### config.mk
export PLATFORM = sky130hd
export DESIGN_NAME = rx_slicer_decim
export DESIGN_NICKNAME = d
export VERILOG_FILES = /design/src/rtl/rx_slicer_decim.sv
export SDC_FILE = /design/constraint.sdc
export NUM_CORES = 1
export LEC_CHECK = 0
export BUFFER_PORTS_ARGS = -buffer_cell sky130_fd_sc_hd__buf_2
export CAP_MARGIN = 0
export CORE_MARGIN = 2
export CORE_UTILIZATION = 60
export DETAILED_ROUTE_END_ITERATION = 10
export PLACE_DENSITY_LB_ADDON = 0.3
export SYNTH_ARGS = -nofsm -noshare
export SYNTH_HDL_FRONTEND = slang
export SYNTH_SLANG_ARGS = --single-unit
### constraint.sdc
create_clock -name clk -period 15 [get_ports clk]
set_input_delay 0.75 -clock clk [delete_from_list [all_inputs] [get_ports clk]]
set_output_delay 0.75 -clock clk [all_outputs]
set_load 0.05 [all_outputs]
### src/rtl/rx_slicer_decim.sv
// Symbol-rate decimator and 4-ASK decision slicer with a self-tracking reference level.
// Keeps one filter sample per symbol and outputs the 2-bit decision, its error and the reference.
module rx_slicer_decim #(
    parameter int unsigned SPS      = 4,
    parameter int unsigned AVG_LOG2 = 8,
    parameter int unsigned REF_INIT = 65536
) (
    input  logic                     clk,
    input  logic                     reset,
    input  logic                     sam_en,
    input  logic [$clog2(SPS)-1:0]   phase_sel,
    input  logic signed [17:0]       in,
    output logic                     sym_valid,
    output logic [1:0]               sym_out,
    output logic signed [17:0]       err,
    output logic [17:0]              ref_level
);

    localparam int unsigned PW = $clog2(SPS);
    localparam int unsigned AW = 17 + AVG_LOG2;

    logic [PW-1:0]       cnt_q;
    logic                v1_q;
    logic signed [17:0]  x_q;
    logic [AVG_LOG2-1:0] scnt_q;
    logic [AW-1:0]       acc_q;

    logic                accept;
    logic signed [19:0]  xs, rs, half_r, three_half_r, level, err_full;
    logic signed [17:0]  neg_x;
    logic [16:0]         abs_x;
    logic [1:0]          slice_sym;
    logic [AW-1:0]       acc_sum;
    logic                unused_bits;

    assign accept = sam_en && (cnt_q == phase_sel);

    // Ref is an unsigned 18-bit value, so all level arithmetic runs in 20-bit signed.
    assign xs           = {{2{x_q[17]}}, x_q};
    assign rs           = {2'b00, ref_level};
    assign half_r       = {3'b000, ref_level[17:1]};
    assign three_half_r = rs + half_r;

    always_comb begin
        slice_sym = 2'b00;
        level     = -three_half_r;
        if (xs >= rs) begin
            slice_sym = 2'b11;
            level     = three_half_r;
        end else if (!x_q[17]) begin
            slice_sym = 2'b10;
            level     = half_r;
        end else if (xs >= -rs) begin
            slice_sym = 2'b01;
            level     = -half_r;
        end
    end

    // Slice regions bound |err| below 2^17, so dropping the top two bits is exact.
    assign err_full = xs - level;

    assign neg_x = -x_q;
    always_comb begin
        abs_x = x_q[16:0];
        if (x_q == 18'sh20000) begin
            abs_x = 17'h1ffff;
        end else if (x_q[17]) begin
            abs_x = neg_x[16:0];
        end
    end

    assign acc_sum     = acc_q + {{AVG_LOG2{1'b0}}, abs_x};
    assign unused_bits = ^{err_full[19:18], neg_x[17]};

    always_ff @(posedge clk) begin
        if (reset) begin
            cnt_q     <= '0;
            v1_q      <= 1'b0;
            x_q       <= '0;
            scnt_q    <= '0;
            acc_q     <= '0;
            sym_valid <= 1'b0;
            sym_out   <= 2'b00;
            err       <= '0;
            ref_level <= REF_INIT[17:0];
        end else begin
            if (sam_en) begin
                cnt_q <= cnt_q + 1'b1;
            end
            v1_q <= accept;
            if (accept) begin
                x_q <= in;
            end
            sym_valid <= v1_q;
            if (v1_q) begin
                sym_out <= slice_sym;
                err     <= err_full[17:0];
                scnt_q  <= scnt_q + 1'b1;
                if (&scnt_q) begin
                    ref_level <= {1'b0, acc_sum[AW-1:AVG_LOG2]};
                    acc_q     <= '0;
                end else begin
                    acc_q <= acc_sum;
                end
            end
        end
    end

endmodule

==> run_summary.xml <==
<?xml version="1.0" encoding="UTF-8"?>
<metrics>
  <group name="power_and_ir_drop">
    <metric name="post_route_total_power" unit="uW">720</metric>
    <metric name="power.clock.fraction" unit="%">40.1</metric>
    <metric name="vdd_ir_drop_max" unit="mV">0.0646</metric>
    <metric name="power_frac_comb" unit="%">23.5</metric>
    <metric name="p_sw_share" unit="%">30.7</metric>
    <metric name="pwr-share-seq" unit="%">36.4</metric>
    <metric name="p_switching" unit="uW">221</metric>
    <metric name="powerDensity" unit="mW/mm2">77.8</metric>
    <metric name="p_leak" unit="nW">4.36</metric>
    <metric name="internal_power" unit="uW">499</metric>
  </group>
  <group name="grt">
    <metric name="grt_antenna_before_repair" unit="">0</metric>
    <metric name="globalRoute.totalOverflow" unit="">0</metric>
    <metric name="wire_length_of_the_first_global_routing_pass" unit="um">37900</metric>
    <metric name="grt_max_degree" unit="">80</metric>
    <metric name="groute.usage.overall" unit="%">32.7</metric>
    <metric name="grt_pass1_vias" unit="">7365</metric>
  </group>
  <group name="synth">
    <metric name="ys.flop_type" unit="">sky130_fd_sc_hd__dfxtp_1</metric>
    <metric name="synth_nets" unit="">1213</metric>
    <metric name="synth.most_common_cell" unit="">sky130_fd_sc_hd__nor2_1</metric>
    <metric name="syn-cell-area" unit="mm2">0.00846</metric>
    <metric name="post_synth.cell_area_avg" unit="um2">7.83</metric>
    <metric name="synth.ff_latch_count" unit="">92</metric>
    <metric name="netlist_top_cells_area" unit="">sky130_fd_sc_hd__dfxtp_1 22%, sky130_fd_sc_hd__ha_1 16%, sky130_fd_sc_hd__xnor2_1 6.5%</metric>
    <metric name="yosysWarnings" unit="">0</metric>
    <metric name="synth_edf_count" unit="">0</metric>
    <metric name="synthDominantAreaCellType" unit="">sky130_fd_sc_hd__dfxtp_1</metric>
    <metric name="synth-async-reset-ratio" unit="%">0</metric>
    <metric name="synthesis.instances" unit="">1080</metric>
    <metric name="synth_common_cells" unit="">121 x sky130_fd_sc_hd__nor2_1, 116 x sky130_fd_sc_hd__nand2_1, 107 x sky130_fd_sc_hd__ha_1</metric>
    <metric name="synth_top_area_share" unit="%">21.8</metric>
    <metric name="synth-seq-area-share" unit="%">21.8</metric>
    <metric name="ys_types" unit="">78</metric>
  </group>
  <group name="detailed_routing">
    <metric name="drt-pass1-iter-count" unit="">5</metric>
    <metric name="route.detailed.wl_per_inst" unit="um">18.7</metric>
    <metric name="drcViolationCount" unit="">0</metric>
    <metric name="postRouteAntennaNets" unit="">0</metric>
    <metric name="average_via_count_per_standard_cell" unit="">6.19</metric>
    <metric name="vias" unit="">8080</metric>
    <metric name="routed_wl" unit="um">24400</metric>
    <metric name="drt-initial-drc-count" unit="">821</metric>
  </group>
  <group name="critical_path">
    <metric name="cp_slowest_stage_delay" unit="ps">800</metric>
    <metric name="timing.rr.end" unit="">err[17]</metric>
    <metric name="regToRegStartpoint" unit="">ref_level[1]</metric>
    <metric name="reg2reg_depth" unit="">29</metric>
    <metric name="path_class" unit="">reg2reg</metric>
    <metric name="setup.worst_path.start_class" unit="">flip-flop</metric>
    <metric name="arrival_time_worst_endpoint" unit="ps">7350</metric>
    <metric name="timing.critical_path.to_type" unit="">flip-flop</metric>
    <metric name="critical_path_required" unit="ps">15250</metric>
    <metric name="timing.critical_path.slowest_stage_cell" unit="">sky130_fd_sc_hd__nor2_1</metric>
    <metric name="timing.critical_path.fanout_max" unit="">16</metric>
    <metric name="timing.critical_path.mode_cell" unit="">sky130_fd_sc_hd__nor2_1</metric>
    <metric name="reg2reg_slack" unit="ps">7900</metric>
  </group>
  <group name="clock_tree">
    <metric name="clk-insertion-delay-late" unit="ps">360</metric>
    <metric name="ctsHtreeMaxLevel" unit="">3</metric>
    <metric name="ctsHoldBuffers" unit="">0</metric>
    <metric name="clock_pin_slew_on_the_worst_setup_and_hold_paths" unit="ps">80</metric>
    <metric name="cts_setup_buffers" unit="">0</metric>
    <metric name="post_cts_resize_count" unit="">0</metric>
    <metric name="tritoncts_num_sinks" unit="">92</metric>
    <metric name="cts_tree" unit="">yes</metric>
    <metric name="max-clock-path-buffers" unit="">2</metric>
    <metric name="cts_root_buffer" unit="">sky130_fd_sc_hd__clkbuf_16</metric>
    <metric name="cts-buffers-inserted" unit="">9</metric>
  </group>
  <group name="floorplanning">
    <metric name="chipHeight" unit="um">123</metric>
    <metric name="pin_count" unit="">62</metric>
    <metric name="core_area" unit="mm2">0.0138</metric>
    <metric name="core.rowCount" unit="">43</metric>
    <metric name="start_util" unit="%">61.2</metric>
    <metric name="die_w" unit="um">123</metric>
    <metric name="dieArea" unit="mm2">0.0151</metric>
  </group>
  <group name="cells_and_area">
    <metric name="utilization" unit="%">66.9</metric>
    <metric name="final_layout_size_suffix_gt1_share" unit="%">9.95</metric>
    <metric name="antenna_cells_inserted" unit="">0</metric>
    <metric name="total_non_filler_cell_area_in_the_finished_layout" unit="mm2">0.00926</metric>
    <metric name="num-nets-final" unit="">1254</metric>
    <metric name="area_growth" unit="%">9.42</metric>
    <metric name="final.fill_count" unit="">1190</metric>
    <metric name="number_of_cells_in_the_finished_layout_apart_from_fillers" unit="">1306</metric>
  </group>
  <group name="timing">
    <metric name="setup_viol" unit="">0</metric>
    <metric name="worstMarginPinSlew" unit="ps">1290</metric>
    <metric name="worst_clock_skew" unit="ps">11.3</metric>
    <metric name="worst_slack" unit="ps">7900</metric>
    <metric name="fin_setup_tns" unit="ps">0</metric>
    <metric name="maxSlewHeadroom" unit="%">14.2</metric>
    <metric name="report.final.slew_viol_count" unit="">0</metric>
    <metric name="maxClockFrequency" unit="MHz">141</metric>
    <metric name="grt_setup_unrepaired" unit="">false</metric>
    <metric name="finalHoldViolations" unit="">0</metric>
    <metric name="timing.hold.ws" unit="ps">465</metric>
    <metric name="fin_crit_period" unit="ps">7100</metric>
    <metric name="timing.final.crit_share" unit="%">47.3</metric>
  </group>
  <group name="placement">
    <metric name="post_dp_cell_area" unit="mm2">0.00888</metric>
    <metric name="dp_hpwl" unit="um">18400</metric>
    <metric name="gp_congestion" unit="">0.988</metric>
    <metric name="post-place-cells" unit="">1290</metric>
    <metric name="portBuffers" unit="">60</metric>
    <metric name="preCtsSetupSlack" unit="ps">8120</metric>
  </group>
  <group name="hold_path">
    <metric name="timing.hold.worst_path_depth" unit="">2</metric>
    <metric name="hold_class" unit="">reg2reg</metric>
    <metric name="worstHoldStart" unit="">err[10]</metric>
    <metric name="timing.hold.worst_endpoint" unit="">err[10]</metric>
  </group>
  <group name="outcome">
    <metric name="status" unit="">finished clean</metric>
  </group>
  <group name="run">
    <metric name="drv_cap" unit="">0</metric>
  </group>
</metrics>
## critical path, delay by kind of cell, from the launching register on
family | cells | cell delay (ps)
simple gates | 11 | 2550
buf+inv | 1 | 180
fa+ha+maj | 3 | 800
mux | 2 | 510
xor+xnor | 1 | 80
compound gates | 11 | 2470
flops | 1 | 380
## worst max-delay path by stage
stage | end | depth (start not counted) | from
5_1_grt | err[16] | 30 | ref_level[1]
2_1_floorplan | err[16] | 29 | ref_level[1]
3_5_place_dp | err[16] | 30 | ref_level[1]
6_report | err[17] | 29 | ref_level[1]
3_3_place_gp | err[16] | 30 | ref_level[1]
4_1_cts | err[17] | 29 | ref_level[1]
## cells in the final DEF (no fill, tap or decap), drive strengths merged, types with 5 or more instances in the layout
cell type and instances:
o31ai 10, buf 67, ha 107, nor4 5, a211o 6, nand2 116, and3 15, nor2 122
inv 50, nor3 19, o211ai 9, clkbuf 9, xor2 34, nand4 10, and2 6, a311oi 5
a21o 24, nor2b 16, or3 11, or2 6, nand3 25, mux2i 34, dfxtp 92, a22oi 11
xnor2 63, a31oi 13, o22ai 6, o21ai 60, a211oi 16, a21oi 79, o21a 12
## layer usage
layer | routed length, um | track usage, % | up-vias
met2 | 10900 | 52.3 | 318
met4 | 917 | 14.2 | 0
met5 | 0 | 0 | -
met1 | 10800 | 44.3 | 3745
li1 | - | - | 3957
met3 | 1670 | 3.90 | 60
## power by group through the flow
stage	clock network (mW)	logic [mW]	registers [mW]
after floorplan	0	0.118	0.273
after global placement	0	0.163	0.267
after detailed placement	0	0.165	0.267
after CTS	0.291	0.167	0.262
after global routing	0.301	0.186	0.263
final	0.289	0.169	0.262
## cell type report
| type | count | area (um2) | share of cell area (%) |
|---|---|---|---|
| multi-input cells | 903 | 6280 | 67.9 |
| well taps | 180 | 225 | 2.43 |
| clock buffers | 9 | 225 | 2.43 |
| inverters | 48 | 180 | 1.95 |
| clock inverters | 7 | 145 | 1.57 |
| repair buffers | 67 | 353 | 3.81 |
| flip-flops and latches | 92 | 1840 | 19.9 |
## state kept, by name, summed over array words and instances, names as in the netlist
name,cells
cnt_q,2
x_q,18
ref_level,17
err,18
sym_out,2
acc_q,25
scnt_q,8
sym_valid,1
v1_q,1
## logic make-up (layout without fill, tap and decap cells)
kind of cell | count (synthesis) | count (layout) | synth area share (%)
AND/OR/NAND/NOR | 369 | 369 | 20.3
XOR/XNOR | 97 | 97 | 10.1
other | 1 | 1 | 0.0443
multiplexers | 36 | 36 | 4.33
AO/OA/AOI/OAI | 290 | 290 | 22.9
buffers and inverters | 85 | 131 | 3.92
adder cells (fa/ha/maj) | 110 | 110 | 16.5
flip-flops | 92 | 92 | 21.8
No activity file was read; power rests on OpenSTA's default activity.
